<file path="src/rtl/glitc_clock_pkg.sv">
// Shared definitions for the GLITC clock generator controller.
// Holds the controller state encoding, the bit positions inside ctrl_o,
// status_i and err_o, and the width of the phase position counter.
package glitc_clock_pkg;

   localparam int POS_W = 16;

   // ctrl_o bit positions
   localparam int CTRL_MMCM_RST  = 0;
   localparam int CTRL_PWRDWN    = 1;
   localparam int CTRL_CLKIN_SEL = 2;

   // status_i bit positions
   localparam int STAT_SYS_LOCK  = 0;
   localparam int STAT_MULT_LOCK = 1;

   // err_o bit positions
   localparam int ERR_LOCK_TIMEOUT   = 0;
   localparam int ERR_LOCK_LOST      = 1;
   localparam int ERR_PSDONE_TIMEOUT = 2;

   typedef enum logic [2:0] {
      ST_IDLE,
      ST_RST_ASSERT,
      ST_WAIT_LOCK,
      ST_PS_ISSUE,
      ST_PS_WAIT
   } state_t;

endpackage

</file>
<file path="src/rtl/glitc_sync_2ff.sv">
// Two-flop synchronizer for asynchronous level signals.
// Ports:
//   clk_i    destination clock
//   rst_n_i  asynchronous active-low reset (outputs clear to 0)
//   d_i      asynchronous input bus (bits synchronized independently)
//   q_o      synchronized output, two clk_i cycles of latency
module glitc_sync_2ff #(
   parameter int WIDTH = 2
) (
   input  logic             clk_i,
   input  logic             rst_n_i,
   input  logic [WIDTH-1:0] d_i,
   output logic [WIDTH-1:0] q_o
);

   logic [WIDTH-1:0] meta_reg;
   logic [WIDTH-1:0] sync_reg;

   always_ff @(posedge clk_i or negedge rst_n_i) begin
      if (!rst_n_i) begin
         meta_reg <= '0;
         sync_reg <= '0;
      end else begin
         meta_reg <= d_i;
         sync_reg <= meta_reg;
      end
   end

   assign q_o = sync_reg;

endmodule

</file>
<file path="src/rtl/glitc_clock_controller.sv">
// Initiator side of the GLITC clock generator control interface.
// Sequences MMCM reset / lock acquisition (with automatic re-lock) and runs
// signed fine-phase-shift commands one PSEN/PSDONE step at a time, tracking
// the accumulated phase position. clk_i is also the generator's PSCLK, so
// PSDONE is sampled directly; only status_i is synchronized.
// Ports:
//   ctrl_o        [0] MMCM reset, [1] mult MMCM powerdown, [2] CLKIN select
//   status_i      [0] sysclk locked, [1] mult locked (asynchronous)
//   phase_ctrl_o  [0] PSEN, [1] PSINCDEC (1 = increment)
//   phase_ctrl_i  [0] PSDONE
//   mmcm_reset_req_i, pwrdwn_i, mult_sel_i   reset request / ctrl levels
//   cmd_valid_i, cmd_ready_o, cmd_steps_i    signed step command
//   busy_o, done_o, locked_o, position_o     status
//   err_o, err_clr_i                         sticky errors and clear
module glitc_clock_controller
   import glitc_clock_pkg::*;
#(
   parameter int unsigned RESET_CYCLES   = 16,
   parameter int unsigned LOCK_TIMEOUT   = 65535,
   parameter int unsigned PSDONE_TIMEOUT = 64
) (
   input  logic             clk_i,
   input  logic             rst_n_i,
   output logic [2:0]       ctrl_o,
   input  logic [1:0]       status_i,
   output logic [7:0]       phase_ctrl_o,
   input  logic [7:0]       phase_ctrl_i,
   input  logic             mmcm_reset_req_i,
   input  logic             pwrdwn_i,
   input  logic             mult_sel_i,
   input  logic             cmd_valid_i,
   output logic             cmd_ready_o,
   input  logic [15:0]      cmd_steps_i,
   output logic             busy_o,
   output logic             done_o,
   output logic             locked_o,
   output logic [15:0]      position_o,
   output logic [2:0]       err_o,
   input  logic             err_clr_i
);

   logic [1:0]       status_sync;
   state_t           state_reg;
   logic [2:0]       ctrl_reg;
   logic             psen_reg, psincdec_reg, dir_reg;
   logic             cmd_ready_reg, busy_reg, done_reg, locked_reg;
   logic             rst_pending_reg;
   logic [POS_W-1:0] position_reg, remaining_reg;
   logic [2:0]       err_reg;
   logic [31:0]      timer_reg;

   logic             qual_lock, in_ps, lock_lost, mult_change;
   logic             lock_timeout, ps_timeout, psdone, step_end, go_rst;
   logic [2:0]       err_set;
   logic [POS_W-1:0] steps_abs;
   logic             unused_phase_bits;

   assign unused_phase_bits = ^phase_ctrl_i[7:1];

   glitc_sync_2ff #(.WIDTH(2)) u_status_sync (
      .clk_i   (clk_i),
      .rst_n_i (rst_n_i),
      .d_i     (status_i),
      .q_o     (status_sync)
   );

   always_comb begin
      // The multiplier lock only matters when CLKIN is taken from it.
      qual_lock    = status_sync[STAT_SYS_LOCK] &
                     (ctrl_reg[CTRL_CLKIN_SEL] ? status_sync[STAT_MULT_LOCK] : 1'b1);
      in_ps        = (state_reg == ST_PS_ISSUE) || (state_reg == ST_PS_WAIT);
      psdone       = phase_ctrl_i[0];
      lock_lost    = ((state_reg == ST_IDLE) || in_ps) && !qual_lock;
      mult_change  = (state_reg == ST_IDLE) && (mult_sel_i != ctrl_reg[CTRL_CLKIN_SEL]);
      lock_timeout = (state_reg == ST_WAIT_LOCK) && !qual_lock &&
                     (timer_reg == LOCK_TIMEOUT - 1);
      ps_timeout   = (state_reg == ST_PS_WAIT) && !psdone &&
                     (timer_reg == PSDONE_TIMEOUT - 1);
      step_end     = (state_reg == ST_PS_WAIT) && (psdone || ps_timeout);
      // Any path into a fresh reset sequence; a request raised during a
      // phase shift waits until the in-flight step resolves.
      go_rst       = lock_lost || lock_timeout ||
                     ((state_reg == ST_IDLE) && (mmcm_reset_req_i || mult_change)) ||
                     (((state_reg == ST_RST_ASSERT) || (state_reg == ST_WAIT_LOCK)) &&
                      mmcm_reset_req_i) ||
                     (step_end && (mmcm_reset_req_i || rst_pending_reg));
      err_set                     = '0;
      err_set[ERR_LOCK_TIMEOUT]   = lock_timeout;
      err_set[ERR_LOCK_LOST]      = lock_lost;
      err_set[ERR_PSDONE_TIMEOUT] = ps_timeout;
      steps_abs    = cmd_steps_i[15] ? (~cmd_steps_i + 16'd1) : cmd_steps_i;
   end

   always_ff @(posedge clk_i or negedge rst_n_i) begin
      if (!rst_n_i) begin
         state_reg       <= ST_RST_ASSERT;
         ctrl_reg        <= 3'b001;
         psen_reg        <= 1'b0;
         psincdec_reg    <= 1'b0;
         dir_reg         <= 1'b0;
         cmd_ready_reg   <= 1'b0;
         busy_reg        <= 1'b1;
         done_reg        <= 1'b0;
         locked_reg      <= 1'b0;
         rst_pending_reg <= 1'b0;
         position_reg    <= '0;
         remaining_reg   <= '0;
         err_reg         <= '0;
         timer_reg       <= '0;
      end else begin
         done_reg <= 1'b0;
         // New error events override a coincident clear.
         err_reg  <= (err_clr_i ? 3'b000 : err_reg) | err_set;

         if (go_rst) begin
            state_reg               <= ST_RST_ASSERT;
            ctrl_reg[CTRL_MMCM_RST] <= 1'b1;
            timer_reg               <= '0;
            position_reg            <= '0;
            locked_reg              <= 1'b0;
            cmd_ready_reg           <= 1'b0;
            busy_reg                <= 1'b1;
            psen_reg                <= 1'b0;
            psincdec_reg            <= 1'b0;
            rst_pending_reg         <= 1'b0;
            done_reg                <= in_ps;   // abandoned command completes
            if (state_reg == ST_IDLE) begin
               ctrl_reg[CTRL_PWRDWN]    <= pwrdwn_i;
               ctrl_reg[CTRL_CLKIN_SEL] <= mult_sel_i;
            end
         end else begin
            if (in_ps && mmcm_reset_req_i)
               rst_pending_reg <= 1'b1;
            case (state_reg)
               ST_IDLE: begin
                  ctrl_reg[CTRL_PWRDWN] <= pwrdwn_i;
                  if (cmd_valid_i) begin
                     if (cmd_steps_i == 16'd0) begin
                        done_reg <= 1'b1;
                     end else begin
                        remaining_reg <= steps_abs;
                        dir_reg       <= ~cmd_steps_i[15];
                        psincdec_reg  <= ~cmd_steps_i[15];
                        psen_reg      <= 1'b1;
                        cmd_ready_reg <= 1'b0;
                        busy_reg      <= 1'b1;
                        state_reg     <= ST_PS_ISSUE;
                     end
                  end
               end
               ST_RST_ASSERT: begin
                  if (timer_reg == RESET_CYCLES - 1) begin
                     ctrl_reg[CTRL_MMCM_RST] <= 1'b0;
                     timer_reg               <= '0;
                     state_reg               <= ST_WAIT_LOCK;
                  end else begin
                     timer_reg <= timer_reg + 32'd1;
                  end
               end
               ST_WAIT_LOCK: begin
                  if (qual_lock) begin
                     locked_reg    <= 1'b1;
                     cmd_ready_reg <= 1'b1;
                     busy_reg      <= 1'b0;
                     state_reg     <= ST_IDLE;
                  end else begin
                     timer_reg <= timer_reg + 32'd1;
                  end
               end
               ST_PS_ISSUE: begin
                  psen_reg  <= 1'b0;
                  timer_reg <= '0;
                  state_reg <= ST_PS_WAIT;
               end
               ST_PS_WAIT: begin
                  if (psdone) begin
                     position_reg  <= dir_reg ? position_reg + 16'd1 : position_reg - 16'd1;
                     remaining_reg <= remaining_reg - 16'd1;
                     if (remaining_reg == 16'd1) begin
                        done_reg      <= 1'b1;
                        psincdec_reg  <= 1'b0;
                        cmd_ready_reg <= 1'b1;
                        busy_reg      <= 1'b0;
                        state_reg     <= ST_IDLE;
                     end else begin
                        psen_reg  <= 1'b1;
                        state_reg <= ST_PS_ISSUE;
                     end
                  end else if (ps_timeout) begin
                     done_reg      <= 1'b1;
                     psincdec_reg  <= 1'b0;
                     cmd_ready_reg <= 1'b1;
                     busy_reg      <= 1'b0;
                     state_reg     <= ST_IDLE;
                  end else begin
                     timer_reg <= timer_reg + 32'd1;
                  end
               end
               default: begin
                  state_reg               <= ST_RST_ASSERT;
                  ctrl_reg[CTRL_MMCM_RST] <= 1'b1;
                  timer_reg               <= '0;
               end
            endcase
         end
      end
   end

   assign ctrl_o       = ctrl_reg;
   assign phase_ctrl_o = {6'b000000, psincdec_reg, psen_reg};
   assign cmd_ready_o  = cmd_ready_reg;
   assign busy_o       = busy_reg;
   assign done_o       = done_reg;
   assign locked_o     = locked_reg;
   assign position_o   = position_reg;
   assign err_o        = err_reg;

endmodule

</file>
<file path="config.mk">
export PLATFORM = sky130hd
export DESIGN_NAME = glitc_clock_controller
export DESIGN_NICKNAME = d
export VERILOG_FILES = /design/src/rtl/glitc_clock_pkg.sv /design/src/rtl/glitc_sync_2ff.sv /design/src/rtl/glitc_clock_controller.sv
export SDC_FILE = /design/constraint.sdc
export NUM_CORES = 1
export LEC_CHECK = 0
export CORE_ASPECT_RATIO = 2
export CORE_MARGIN = 2
export CORE_UTILIZATION = 25
export DETAILED_ROUTE_END_ITERATION = 16
export PLACE_DENSITY = 0.48
export SYNTH_ARGS = -nofsm -noshare
export SYNTH_HDL_FRONTEND = slang
export SYNTH_SLANG_ARGS = --single-unit
export TNS_END_PERCENT = 5
</file>
<file path="constraint.sdc">
create_clock -name clk_i -period 3.8 [get_ports clk_i]
set_clock_uncertainty 0.15 [all_clocks]
set_input_delay 0.38 -clock clk_i [delete_from_list [all_inputs] [get_ports clk_i]]
set_output_delay 0.38 -clock clk_i [all_outputs]
set_load 0.05 [all_outputs]
</file>
* Word-level counts from Yosys, hierarchy flattened
Index checks and enable logic that the tools add are counted.
Word-level totals: flip-flop bits (word level) 85, bits of input ports 33
Cells by class: add/subtract/negate cells 5, bitwise logic cells 6, equality and inequality tests 25, mux-type cells 66, reductions and logical operators 46
Operator list (number):
- 32-bit two-way mux | 5
- 16-bit two-way mux | 8
- 32-bit one-hot mux with 4 select lines | 1
- 1-bit two-way mux | 34
- 16-bit by 1-bit adder with 16-bit output, second input constant | 2
- 32-bit by 1-bit adder with 32-bit output, second input constant | 1
- 32-bit by 16-bit == test with 1-bit output, second input constant | 1
- 32-bit by 4-bit == test with 1-bit output, second input constant | 1
- 32-bit by 6-bit == test with 1-bit output, second input constant | 1
- 16-bit one-hot mux with 2 select lines | 1
- 16-bit by 1-bit subtractor with 16-bit output, second input constant | 2
- 3-bit two-way mux | 8
- 3-bit inequality test, second input constant | 8
- 5-bit AND reduction | 4
- 16-bit by 1-bit == test with 1-bit output, second input constant | 1
- 16-bit zero test | 1
- 16-bit NOT | 1
- 3-bit one-hot mux with 5 select lines | 1
- 2-bit nonzero test | 6
- 1-bit logical AND | 11
- 1-bit logical OR | 10
- 1-bit one-hot mux with 3 select lines | 3
- 2-bit inequality test, second input constant | 4
- 2-bit AND reduction | 4
- other kinds (20) | 29

* Longest topological paths before layout
Gate-level depths: netlist of the first run.
depth in word-level cells 11, mapped depth 10, mapped depth without buffers 9

* Modules after synthesis
A second synthesis of the first run with hierarchy kept.
Unflattened totals: cells, all modules 638, area total of the unflattened synthesis 5450.2 µm²
Modules (own cells, without submodules):
- glitc_clock_controller | cells an instance 634, instances 1, area each 5350.1 µm²
- glitc_sync_2ff | cells an instance 4, instances 1, area each 100.1 µm²

* Worst setup path after synthesis of the first run
OpenSTA, ideal clock, no wires.
path type reg-to-reg, from register dir_reg, to register position_reg[15], in the netlist position_o[15], library setup time 0.065 ns, data required time 3.585 ns, path buffers 0, path slack 0.955 ns, arrival time 2.630 ns, stages on the path, launching flop included 10, period minus slack after synthesis 2.845 ns, cells stage by stage dfrtp_1 inv_1 ha_1 a211o_1 nor4bb_1 o31ai_1 o2111ai_1 o32a_1 o211ai_1 a31o_2
Between the ends: longest elaborated chain between the ends 4
Ends and longest elaborated chain:
- from (decl) | RTL line glitc_clock_controller.sv:45 | logic psen_reg, psincdec_reg, dir_reg;
- from (signal assigned) | RTL line glitc_clock_controller.sv:142 | dir_reg <= ~cmd_steps_i[15];
- 16-bit two-way mux | RTL line glitc_clock_controller.sv:177 | position_reg <= dir_reg ? position_reg + 16'd1 : position_reg - 16'd1;
- 16-bit two-way mux | RTL line glitc_clock_controller.sv:176 | if (psdone) begin
- 16-bit two-way mux | RTL line glitc_clock_controller.sv:134 | case (state_reg)
- 16-bit two-way mux | RTL line glitc_clock_controller.sv:115 | if (go_rst) begin
- to (signal assigned) | RTL line glitc_clock_controller.sv:177
- to (decl) | RTL line glitc_clock_controller.sv:48 | logic [POS_W-1:0] position_reg, remaining_reg;
Every way passes these cells. The select of a mux whose other input is x is not followed. A chain may end at the register's enable or synchronous reset.

* Worst setup path after layout of the first run
from register timer_reg[19], to register timer_reg[17]
Between the ends: longest elaborated chain between the ends 8
Ends and longest elaborated chain:
- from (decl) | RTL line glitc_clock_controller.sv:50 | logic [31:0] timer_reg;
- from (signal assigned) | RTL line glitc_clock_controller.sv:157 | timer_reg <= timer_reg + 32'd1;
- from (signal assigned) | RTL line glitc_clock_controller.sv:167 | timer_reg <= timer_reg + 32'd1;
- from (signal assigned) | RTL line glitc_clock_controller.sv:196 | timer_reg <= timer_reg + 32'd1;
- 32-bit by 16-bit == test with 1-bit output or 32-bit by 6-bit == test with 1-bit output (tied branches) | RTL line glitc_clock_controller.sv:76, glitc_clock_controller.sv:78
- 1-bit logical AND (on tied branches) | RTL line glitc_clock_controller.sv:75, glitc_clock_controller.sv:77
- 1-bit logical OR (on tied branches) | RTL line glitc_clock_controller.sv:82, glitc_clock_controller.sv:79
- 1-bit logical OR or 1-bit logical AND (tied branches) | RTL line glitc_clock_controller.sv:82, glitc_clock_controller.sv:79
- 1-bit logical OR or 1-bit logical AND (tied branches) | RTL line glitc_clock_controller.sv:83, glitc_clock_controller.sv:86
- 1-bit logical OR | RTL line glitc_clock_controller.sv:85 | mmcm_reset_req_i) ||
- 3-bit inequality test (no source line) or 2-bit inequality test (tied branches)
- 4-bit AND reduction (no source line)
Several ways; a longest one is shown, not always the timed one.

==> flow_metrics.env, run 1 <==
export IMPL_hpwl_um=12400
export IMPL_max_slew_worst_pin_slew_ps=627
export IMPL_ys_types=70
export IMPL_final_antenna_net_count=0
export IMPL_portBuffers=53
export IMPL_cts_post_setup_buffers_inserted=0
export IMPL_synthToLayoutAreaGrowth_pct=20.6
export IMPL_grt_overflow=0
export IMPL_hold_buffers=1
export IMPL_synth_mux_area_fraction=0.00594
export IMPL_register_area_um2=2130
export IMPL_drt_initial_drc_count=197
export IMPL_cp_data_required_time_ps=3880
export IMPL_ir_drop_mv=0.174
export IMPL_antenna_found_initial=0
export IMPL_htreeDepth=3
export IMPL_nNetsFinal=773
export IMPL_grt_pass1_vias=5175
export IMPL_start_util=0.252
export IMPL_finalSetupViolations=0
export IMPL_cp_data_arrival_time_ps=3220
export IMPL_gp_congestion=0.807
export IMPL_whs_ps=208
export IMPL_outcome="completed"
export IMPL_syn_inst=667
export IMPL_hp_class="reg2reg"
export IMPL_drive_above_1_share=0.0828
export IMPL_synth_top_cell_by_area="dfrtp_1"
export IMPL_r2r_start="timer_reg[19]$_DFFE_PN0P_"
export IMPL_drt_total_wl_um=16300
export IMPL_hold_start="u_status_sync.meta_reg[1]$_DFF_PN0_"
export IMPL_cp_startpoint="timer_reg[19]$_DFFE_PN0P_"
export IMPL_fin_crit_sh=0.826
export IMPL_yosys_warnings=0
export IMPL_post_synth_fa_ha_maj_area_fraction=0.0453
export IMPL_grt_max_degree=38
export IMPL_die_w_um=111
export IMPL_critPathMaxFanout=32
export IMPL_final_setup_tns_ps=0
export IMPL_cts_sinks=85
export IMPL_ys_seq_area_frac=0.375
export IMPL_hold_viol_final=0
export IMPL_slew_violations=0
export IMPL_powerDensity_nw_per_um2=409
export IMPL_synth_area_per_cell_um2=8.53
export IMPL_via_per_inst=5.09
export IMPL_firstDrtPassIters=4
export IMPL_leakagePower_nw=2.72
export IMPL_worstSkewPairLatency_ps=360
export IMPL_num_vias=5116
export IMPL_cts_resized=0
export IMPL_largest_reg_flops=32
export IMPL_multi_input_area_um2=3330
export IMPL_critPathKind="reg2reg"
export IMPL_syn_area_um2=5690
export IMPL_max_slew_margin=0.581
export IMPL_synth_top_family_by_area="simple AND/OR/NAND/NOR gates"
export IMPL_track_usage=0.142
export IMPL_max_freq_mhz=319
export IMPL_wire_per_inst_um=16.2
export IMPL_clock_path_buffers=2
export IMPL_synthTopCellsByArea="dfrtp_1 (36%), xnor2_1 (5.5%), o21ai_0 (4.8%), nor2_1 (4.4%), ha_1 (4.2%)"
export IMPL_period_minus_slack_ps=3140
export IMPL_grt_pass1_wl_um=26900
export IMPL_cts_root_buf="clkbuf_16"
export IMPL_numCtsBuffers=9
export IMPL_io_pins=67
export IMPL_insertedDiodeCount=0
export IMPL_drv_cap=0
export IMPL_dieArea_um2=24000
export IMPL_async_flop_share=1.00
export IMPL_core_area_um2=22500
export IMPL_rsz0062_at_grt="no"
export IMPL_cts_tree="done"
export IMPL_worstSetupEndpointType="flip-flop"
export IMPL_drc=0
export IMPL_synth_flop_cell="dfrtp_1"
export IMPL_num_rows=78
export IMPL_synth_edff_count=0
export IMPL_synth_compound_area_frac=0.206
export IMPL_synth_xor_xnor_area_share=0.0678
export IMPL_start_kind="flip-flop"
export IMPL_yosys_area_share_simple=0.254
export IMPL_fill_cells=2405
export IMPL_synth_seq_cells=85
export IMPL_clkSlewWorstSetupHoldPaths_ps=60
export IMPL_fp_dieH_um=217
export IMPL_synth_top_cell_area_share=0.361
[synthesized netlist by cell type, types with 4 or more instances]
| cell type | n |
|---|---|
| dfrtp_1 | 82 |
| nor2_1 | 66 |
| nand2_1 | 63 |
| o21ai_0 | 55 |
| xnor2_1 | 36 |
| a21oi_1 | 33 |
| nor3_1 | 31 |
| inv_1 | 23 |
| nand3_1 | 22 |
| ha_1 | 19 |
| clkbuf_1 | 17 |
| o31ai_1 | 17 |
| or3_1 | 12 |
| nand2b_1 | 11 |
| buf_4 | 10 |
| nor3b_1 | 10 |
| nand4_1 | 9 |
| nor4_1 | 9 |
| and2_1 | 8 |
| o41ai_1 | 8 |
| xor2_1 | 8 |
| and3_1 | 7 |
| or2_2 | 7 |
| a211oi_1 | 6 |
| buf_2 | 6 |
| or4_1 | 6 |
| a22oi_1 | 5 |
| a21o_1 | 4 |
| and4_1 | 4 |
| nor2b_1 | 4 |
| o22ai_1 | 4 |
[cells by family after synthesis]
group	Yosys count
and+or+nand+nor	281
AOI/OAI and AO/OA	176
DFF	85
buffers and inverters	57
xor gates and xnor gates	44
adders and majority gates	20
muxes	3
other	1
[cell type report]
| cell class | count | share of cell area |
|---|---|---|
| sequential | 85 | 0.311 |
| clock inverter | 4 | 0.00693 |
| timing repair buffer | 71 | 0.0970 |
| tap | 280 | 0.0511 |
| multi-input combinational | 530 | 0.486 |
| clock buffer | 12 | 0.0359 |
| inverter | 23 | 0.0126 |
[cell usage in the layout, fill, tap and decap left out, drive strengths merged, types with 9 or more instances in the layout]
cell and count:
xnor2 36, o21ai 57, ha 19, nor2 66
nand4 9, nand2 63, nand3 22, buf 18
inv 23, or3 12, a21oi 33, nor3 31
nor3b 10, dfrtp 82, clkbuf 12, clkdlybuf4s50 52
nand2b 11, nor4 10, o31ai 18
[stage by stage]
stage | util | instance area [µm²] | worst slack (ps) | std cells | power [W]
global placement | 0.291 | 6560 | 514 | 988 | 0.00192
finish | 0.304 | 6860 | 660 | 1005 | 0.00281
floorplan | - | 5710 | 955 | 672 | 0.00166
CTS | 0.304 | 6860 | 606 | 1005 | 0.00286
global route | 0.304 | 6860 | 389 | 1005 | 0.00299
detailed placement | 0.291 | 6560 | 527 | 988 | 0.00193
[path summary, 6_finish.rpt]
kind | end | depth (start not counted) | slack (ps)
setup / recovery | timer_reg[17]$_DFFE_PN0P_ | 7 | 660
hold / removal | u_status_sync.q_o[1]$_DFF_PN0_ | 0 | 210
setup reg to reg | timer_reg[17]$_DFFE_PN0P_ | 7 | 660
hold reg to reg | u_status_sync.q_o[1]$_DFF_PN0_ | 0 | 210
max in group asynchronous | ctrl_o[0]$_DFFE_PN1P_ | 3 | 2330
min in group asynchronous | position_o[7]$_DFFE_PN0P_ | 2 | 390
[worst max-delay path, cell delays in order, from the launching register on]
cell and delay, ps:
dfrtp_1 420, nor4_1 500, nand2_1 240, or4_1 610, a211oi_4 250, buf_4 360
or3_1 350, o21ai_0 140
[per-layer routing]
| layer | share of wire | track usage | vias to the layer above | wire length [µm] |
|---|---|---|---|---|
| li1 | - | - | 2533 | - |
| met1 | 0.37 | 0.139 | 2480 | 6030 |
| met2 | 0.57 | 0.280 | 75 | 9330 |
| met3 | 0.023 | 0.0239 | 28 | 370 |
| met4 | 0.035 | 0.0733 | 0 | 572 |
| met5 | 0 | 0 | - | 0 |
[power by group]
part           switching (W)  leakage, nW  internal, W  total (W)
sequential         0.0000508         1.15     0.000954    0.00101
clock               0.000382        0.143     0.000526   0.000908
combinational       0.000510         1.43     0.000384   0.000894
Note: power is estimated with default switching activity, not from simulation.
==> run 2, diff against run 1 <==
--- a/config.mk
+++ b/config.mk
@@ -9,7 +9,7 @@
 export CORE_MARGIN = 2
 export CORE_UTILIZATION = 25
 export DETAILED_ROUTE_END_ITERATION = 16
-export PLACE_DENSITY = 0.48
+export PLACE_DENSITY = 0.49
 export SYNTH_ARGS = -nofsm -noshare
 export SYNTH_HDL_FRONTEND = slang
 export SYNTH_SLANG_ARGS = --single-unit
==> constraint.sdc (replaced) <==
create_clock -name clk_i -period 2.8 [get_ports clk_i]
set_clock_uncertainty 0.15 [all_clocks]
set_input_delay 0.28 -clock clk_i [delete_from_list [all_inputs] [get_ports clk_i]]
set_output_delay 0.28 -clock clk_i [all_outputs]
set_load 0.05 [all_outputs]
==> flow_metrics.env, run 2 (same netlist as run 1, synthesis figures left out) <==
export IMPL_cts_root_buf="clkbuf_16"
export IMPL_drt_total_wl_um=17500
export IMPL_slowest_stage="or3_1"
export IMPL_cts_tree="done"
export IMPL_cp_startpoint="timer_reg[0]$_DFFE_PN0P_"
export IMPL_gp_congestion=0.826
export IMPL_cpLargestDelayFamily="simple AND/OR/NAND/NOR gates"
export IMPL_worstSkewPairLatency_ps=360
export IMPL_grt_pass1_vias=5505
export IMPL_fin_crit_sh=0.972
export IMPL_dieArea_um2=24000
export IMPL_via_per_inst=4.95
export IMPL_clock_path_buffers=2
export IMPL_endpoint="timer_reg[12]$_DFFE_PN0P_"
export IMPL_period_minus_slack_ps=2720
export IMPL_wl_met1_um=6470
export IMPL_start_util=0.252
export IMPL_num_vias=5397
export IMPL_drive_above_1_share=0.197
export IMPL_finalSetupViolations=0
export IMPL_dpl_worst_slack_ps=-208
export IMPL_core_area_um2=22500
export IMPL_cp_data_required_time_ps=2910
export IMPL_portBuffers=53
export IMPL_grt_overflow=0
export IMPL_total_power_w=0.00412
export IMPL_critPathKind="reg2reg"
export IMPL_fp_dieH_um=217
export IMPL_max_freq_mhz=368
export IMPL_die_w_um=111
export IMPL_cts_sinks=85
export IMPL_grt_max_degree=51
export IMPL_grt_pass1_wl_um=28600
export IMPL_max_slew_margin=0.623
export IMPL_r2r_end="timer_reg[12]$_DFFE_PN0P_"
export IMPL_r2r_slack_ps=80
export IMPL_crit_path_frequent_cell="buf_4"
export IMPL_hpwl_um=13500
export IMPL_nNetsFinal=859
export IMPL_powerDensity_nw_per_um2=535
export IMPL_io_pins=67
export IMPL_met3_length_um=395
export IMPL_highest_layer="met4"
export IMPL_final_antenna_net_count=0
export IMPL_ir_drop_mv=0.280
export IMPL_layout_commonest_cell="buf_4"
export IMPL_drc=0
export IMPL_layout_common_cells="buf_4 (97), dfrtp_1 (80), nor2_1 (66)"
export IMPL_firstDrtPassIters=4
export IMPL_start_kind="flip-flop"
export IMPL_critPathMaxFanout=6
export IMPL_synthToLayoutAreaGrowth_pct=35.5
export IMPL_track_usage=0.150
export IMPL_antenna_found_initial=0
export IMPL_setup_slack_ps=79.1
export IMPL_rsz0062_at_grt="yes"
export IMPL_drv_cap=0
export IMPL_worstSetupEndpointType="flip-flop"
export IMPL_cp_data_arrival_time_ps=2830
export IMPL_htreeDepth=3
export IMPL_crit_path_max_incr_delay_ps=450
export IMPL_insertedDiodeCount=0
export IMPL_r2r_start="timer_reg[0]$_DFFE_PN0P_"
export IMPL_hp_class="reg2reg"
export IMPL_largest_reg_flops=32
export IMPL_ff2ff_path_depth=10
export IMPL_outcome="completed"
export IMPL_leakagePower_nw=3.23
export IMPL_numCtsBuffers=9
export IMPL_crit_cells=10
export IMPL_num_rows=78
export IMPL_wl_met2_um=10100
export IMPL_cp_cell_sequence="ha_1 > and3_1 > nand4_1 > buf_4 > o31ai_1 > buf_4 > a211o_1 > or3_1 > buf_4 > o31ai_1"
export IMPL_slew_violations=0
export IMPL_drt_initial_drc_count=194
export IMPL_clkSlewWorstSetupHoldPaths_ps=60
export IMPL_whs_ps=199
export IMPL_hold_viol_final=0
export IMPL_max_slew_worst_pin_slew_ps=564
export IMPL_cp_num_buf_inv=3
export IMPL_wire_per_inst_um=16.0
-- run 2: changes by cell type in the layout (fill, tap and decap cells not counted), sizes merged --
| cell | delta |
|---|---|
| buf | +86 |
| bufinv | +2 |
| clkinv | -1 |
| clkinvlp | -1 |
-- run 2: layout make-up --
class,instances,area (µm²)
inverter,23,91.3
sequential,85,2130
fill,2320,14800
clock buffer,12,246
timing repair buffer,157,1400
tap,280,350
multi-input combinational,530,3390
clock inverter,4,95.1
-- run 2: metrics by stage --
stage                     instance area, µm²  TNS [ps]  utilization  std cells
final                                   7710         0        0.342       1091
after global routing                    7710      -235        0.342       1091
after CTS                               7640         0        0.339       1091
after detailed placement                7290     -3310        0.323       1074
after global placement                  7290     -2800        0.323       1074
after floorplan                         5710         0            -        672
-- run 2: where the power goes --
group | total, W | switching [W] | internal, W
registers | 0.00136 | 0.0000678 | 0.00130
logic | 0.00135 | 0.000741 | 0.000605
clock network | 0.00141 | 0.000517 | 0.000896
total | 0.00412 | 0.00133 | 0.00280
-- run 2: what timing repair did --
| item | CTS | global route |
|---|---|---|
| buffers inserted | 0 | 0 |
| endpoints found under the hold margin | 32 | 0 |
| setup endpoints to repair | 1 | 35 |
| resized for setup | 1 | 15 |
| hold buffers | 1 | 0 |
-- run 2: worst min-delay path by stage --
| stage | slack (ps) | from | endpoint | cells past startpoint |
|---|---|---|---|---|
| after global routing | 210 | status_i[0] | u_status_sync.meta_reg[0]$_DFF_PN0_ | 1 |
| after CTS | 200 | u_status_sync.meta_reg[1]$_DFF_PN0_ | u_status_sync.q_o[1]$_DFF_PN0_ | 0 |
| final | 200 | u_status_sync.meta_reg[1]$_DFF_PN0_ | u_status_sync.q_o[1]$_DFF_PN0_ | 0 |
| after floorplan | -170 | rst_n_i | cmd_ready_o$_DFFE_PN0P_ | 0 |
| after global placement | 150 | rst_n_i | position_o[7]$_DFFE_PN0P_ | 1 |
| after detailed placement | 150 | rst_n_i | position_o[7]$_DFFE_PN0P_ | 1 |
-- run 2: per-layer routing --
metal	global-route usage	up-vias
met1	0.148	2601
met5	0	-
li1	-	2693
met2	0.302	80
met3	0.0234	23
met4	0.0629	0
==> run 3, diff against run 2 <==
--- a/config.mk
+++ b/config.mk
@@ -8,6 +8,7 @@
 export CORE_ASPECT_RATIO = 2
 export CORE_MARGIN = 2
 export CORE_UTILIZATION = 25
+export CTS_CLUSTER_SIZE = 20
 export DETAILED_ROUTE_END_ITERATION = 16
 export PLACE_DENSITY = 0.49
 export SYNTH_ARGS = -nofsm -noshare
==> results of run 3 <==
The final DEF is identical to that of run 2; final timing and power are the same.
==> edit 1 (settings of run 3) <==
Make the reset (`rst_n_i`) synchronous in 2 clocked blocks. Comments in the files are not updated.
--- a/src/rtl/glitc_sync_2ff.sv
+++ b/src/rtl/glitc_sync_2ff.sv
@@ -16,7 +16,7 @@
    logic [WIDTH-1:0] meta_reg;
    logic [WIDTH-1:0] sync_reg;
 
-   always_ff @(posedge clk_i or negedge rst_n_i) begin
+   always_ff @(posedge clk_i) begin
       if (!rst_n_i) begin
          meta_reg <= '0;
          sync_reg <= '0;
--- a/src/rtl/glitc_clock_controller.sv
+++ b/src/rtl/glitc_clock_controller.sv
@@ -91,7 +91,7 @@
       steps_abs    = cmd_steps_i[15] ? (~cmd_steps_i + 16'd1) : cmd_steps_i;
    end
 
-   always_ff @(posedge clk_i or negedge rst_n_i) begin
+   always_ff @(posedge clk_i) begin
       if (!rst_n_i) begin
          state_reg       <= ST_RST_ASSERT;
          ctrl_reg        <= 3'b001;
Check against the original RTL: no difference found for any inputs over 10 cycles, from zero or initial values and one cycle with rst_n_i low; that may be too few to reach the edited logic, so the function may still have changed.
==> edit 1 against run 3 <==
Wire length is 15% lower. Cell area is 9.6% lower. Core utilization is 0.80 points higher. Setup slack worse by 0.027 ns. Via count is 7.3% lower. Sequential cell count stayed put. Synthesized area is 10% lower. Critical endpoint is now done_o. Largest cell class unchanged.
Power is not compared: it rests on default switching activity, and its combinational part moved more than twofold at a synthesized area within 25%.
==> edit 1: results (changes against run 3) <==
stage,metric,value,unit,change
yosys,Post-synth ARST share,0,%,-100 points
placed_design,RePlAce Congestion,0.843,,+2.0%
yosys,"Seq/Total Area, Yosys",33.4,%,-4.1 points
placed_design,pre-CTS setup slack,-0.353,ns,-0.145 ns
global_routing,vias in the first global route,5104,,-7.3%
sta,Rel. slew slack,63.0,%,+0.72 points
run_status,status,"complete, no violations",,
global_routing,GR Layer Usage met2,28.8,%,-1.4 points
setup_path,Crit path largest cell delay,0.54,ns,+0.09 ns
global_routing,GR Util met3,2.84,%,+0.50 points
setup_path,critical path's slowest cell,or4_1,,
detailed_routing,final wirelength,14800,um,-15%
yosys,top post-synthesis cells by count,"dfxtp_1, nand2_1, nor2_1, a21oi_1, o21ai_0",,
detailed_routing,initial DRC count,210,,+8.2%
detailed_routing,vias per cell,4.76,,-3.8%
placed_design,Placed Cells,1034,,-3.7%
global_routing,met1 Resource Use GR,13.6,%,-1.1 points
global_routing,pin count of the biggest net entering global routing,39,,-24%
global_routing,first-pass GRT wire length,24400,um,-15%
global_routing,Total GRT Usage,14.4,%,-0.58 points
detailed_routing,total vias in the final route,5002,,-7.3%
yosys,Post-Syn Area per Cell,7.75,um2,-9.1%
placed_design,DPL Wire Length,11600,um,-14%
layout,layout cells sized above 1,17.2,%,-2.5 points
setup_path,Critical Path Fanout Max,8,,+2
==> edit 1: cell count changes after synthesis, sizes merged, moves of 7 or more <==
cell	run 3	this run
xnor2	36	27
nor3	31	22
a21oi	33	51
nor2	66	79
dfrtp	82	0
xor2	8	25
nand2	63	83
dfxtp	0	85
o31ai	18	4
nor3b	10	2
a21boi	1	8
o21ai	57	33
o211ai	3	10
==> edit 1: kinds of logic after synthesis <==
kind of cell,Yosys count,share of synthesized area [%]
multiplexers,2,0.393
AND/OR/NAND/NOR,287,27.2
other,1,0.0736
adder cells (fa/ha/maj),20,5.06
flip-flops,85,33.4
XOR/XNOR,52,8.94
buffers and inverters,52,5.16
AO/OA/AOI/OAI,158,19.8
==> edit 1: timing repair <==
action	4_1_cts	5_1_grt
setup buffers	0	1
setup endpoints to repair	3	41
resized for setup	4	18
pin swaps	0	7
==> edit 1: where the power goes <==
| group | total [W] | switching, W | internal [W] |
|---|---|---|---|
| registers | 0.00122 | 0.00000152 | 0.00121 |
| logic | 0.000201 | 0.000105 | 0.0000963 |
| clock network | 0.00139 | 0.000490 | 0.000895 |
| total | 0.00280 | 0.000596 | 0.00221 |
==> edit 1: layer usage <==
metal  wire (um)  share of wire (%)
met5           0                  0
met3         414                2.8
met4         402                2.7
met1        5560                 37
met2        8460                 57
==> edit 1: path summary, 6_finish.rpt <==
check | start | to | slack, ns | cells after the start
min reg2reg | u_status_sync.meta_reg[0] | u_status_sync.q_o[0] | 0.28 | 1
max reg2reg | timer_reg[12] | done_o | 0.05 | 9
max | timer_reg[12] | done_o | 0.05 | 9
min | u_status_sync.meta_reg[0] | u_status_sync.q_o[0] | 0.28 | 1
==> edit 1: final cells by class <==
class / count / area [um2] / area share [%]
multi-input combinational: 525 / 3250 / 46.7
tap: 262 / 328 / 4.70
clock inverter: 4 / 95.1 / 1.36
clock buffer: 12 / 246 / 3.54
sequential: 85 / 1700 / 24.4
inverter: 17 / 63.8 / 0.916
timing repair buffer: 146 / 1280 / 18.4
==> edit 1: per-stage QoR <==
stage | total power, W | instance area [um2] | hold slack (ns)
finish | 0.00280 | 6970 | 0.281
floorplan | 0.00134 | 5110 | 0.257
detailed placement | 0.00144 | 6530 | 0.268
global placement | 0.00144 | 6530 | 0.269
CTS | 0.00286 | 6880 | 0.282
global route | 0.00291 | 6970 | 0.303
==> edit 2 (config.mk and constraints of run 3) <==
Made on the original files. The parameter `PSDONE_TIMEOUT` goes from 64 to 48.
--- a/src/rtl/glitc_clock_controller.sv
+++ b/src/rtl/glitc_clock_controller.sv
@@ -17,7 +17,7 @@
 #(
    parameter int unsigned RESET_CYCLES   = 16,
    parameter int unsigned LOCK_TIMEOUT   = 65535,
-   parameter int unsigned PSDONE_TIMEOUT = 64
+   parameter int unsigned PSDONE_TIMEOUT = 48
 ) (
    input  logic             clk_i,
    input  logic             rst_n_i,
Behaviour: same outputs for any inputs over 10 cycles, from zero or initial values and one cycle with rst_n_i low; that may be too few to reach the edited logic, so the function may still have changed.
==> edit 2 against run 3 <==
Sequential share of layout area rose by 0.21 points. Setup slack improved by 0.038 ns. Synthesized area rose by 1.3%. Cell area fell by 0.86%. Wire length rose by 7.2%. Sequential cell count did not move. Critical endpoint is now psincdec_reg. Largest cell class unchanged.
Power is not compared: it rests on default switching activity, and its combinational part moved more than twofold at a synthesized area within 25%.
==> edit 2: results (changes against run 3) <==
stage,metric,value,unit,change
placed_design,Placed Cells,1057,,-1.6%
hold_path,hold_sp,u_status_sync.meta_reg[0],,
setup_path,Worst R2R End,timer_reg[10],,
yosys,"Seq/Total Area, Yosys",37.0,%,-0.50 points
yosys,top post-synthesis cells by count,"dfrtp_1, a21oi_1, o21ai_0, nand2_1, nor2_1",,
detailed_routing,total vias in the final route,5690,,+5.4%
yosys,Synth Area in Adders,4.47,%,-0.060 points
run_status,status,"complete, no violations",,
detailed_routing,initial DRC count,201,,+3.6%
global_routing,Total GRT Usage,15.5,%,+0.54 points
layout,Seq cells,85,,unchanged
placed_design,DPL Wire Length,14600,um,+8.2%
global_routing,vias in the first global route,5852,,+6.3%
yosys,Compound-Gate Fraction of Synth Area,25.0,%,+4.5 points
setup_path,Reg2Reg Depth,7,,-3
layout,NonClk Buf Share,17.7,%,-0.45 points
yosys,Synth Area in XOR/XNOR,3.19,%,-3.6 points
yosys,Post-Syn Area per Cell,8.71,um2,+2.1%
global_routing,pin count of the biggest net entering global routing,45,,-12%
layout,Non-clock inverters,28,,+22%
layout,clk_buf instances,11,,-1
yosys,Synth area leaders,"dfrtp_1, a21oi_1, ha_1",,
layout,Final Non-Filler Cells,1074,,-1.6%
sta,Tmin final,2.68,ns,-0.0378 ns
setup_path,Worst R2R Setup Slack,0.17,ns,+0.09 ns
setup_path,Critical Path Fanout Max,2,,-4
yosys,mux cell area share after synthesis,0.781,%,+0.19 points
layout,Seq/total area,27.9,%,+0.21 points
layout,P&R area growth vs syn,32.6,%,
hold_path,Worst Hold End,u_status_sync.q_o[0],,
layout,layout cells sized above 1,18.1,%,-1.6 points
edit 2: changes by cell type after synthesis, moves of 10 or more:
cell,before,now
o21ai_0,55,45
nand3_1,22,35
nand2_1,63,44
xnor2_1,36,15
or4_1,6,19
a21oi_1,33,49
nor2_1,66,37
a31oi_1,2,12
edit 2: worst max path at each step:
stage	startpoint	to
global placement	cmd_steps_i[0]	remaining_reg[9]
detailed placement	cmd_steps_i[0]	remaining_reg[6]
CTS	cmd_steps_i[0]	remaining_reg[6]
global route	position_o[1]	position_o[14]
floorplan	position_o[0]	position_o[14]
finish	cmd_steps_i[1]	psincdec_reg
edit 2: per-layer routing:
metal | up-vias | routed length [um] | share of wire [%] | global-route usage, %
met5 | - | 0 | 0 | 0
met4 | 0 | 420 | 2.2 | 5.39
met3 | 20 | 455 | 2.4 | 2.00
met2 | 84 | 11100 | 60 | 32.2
met1 | 2821 | 6690 | 36 | 15.2
li1 | 2765 | - | - | -
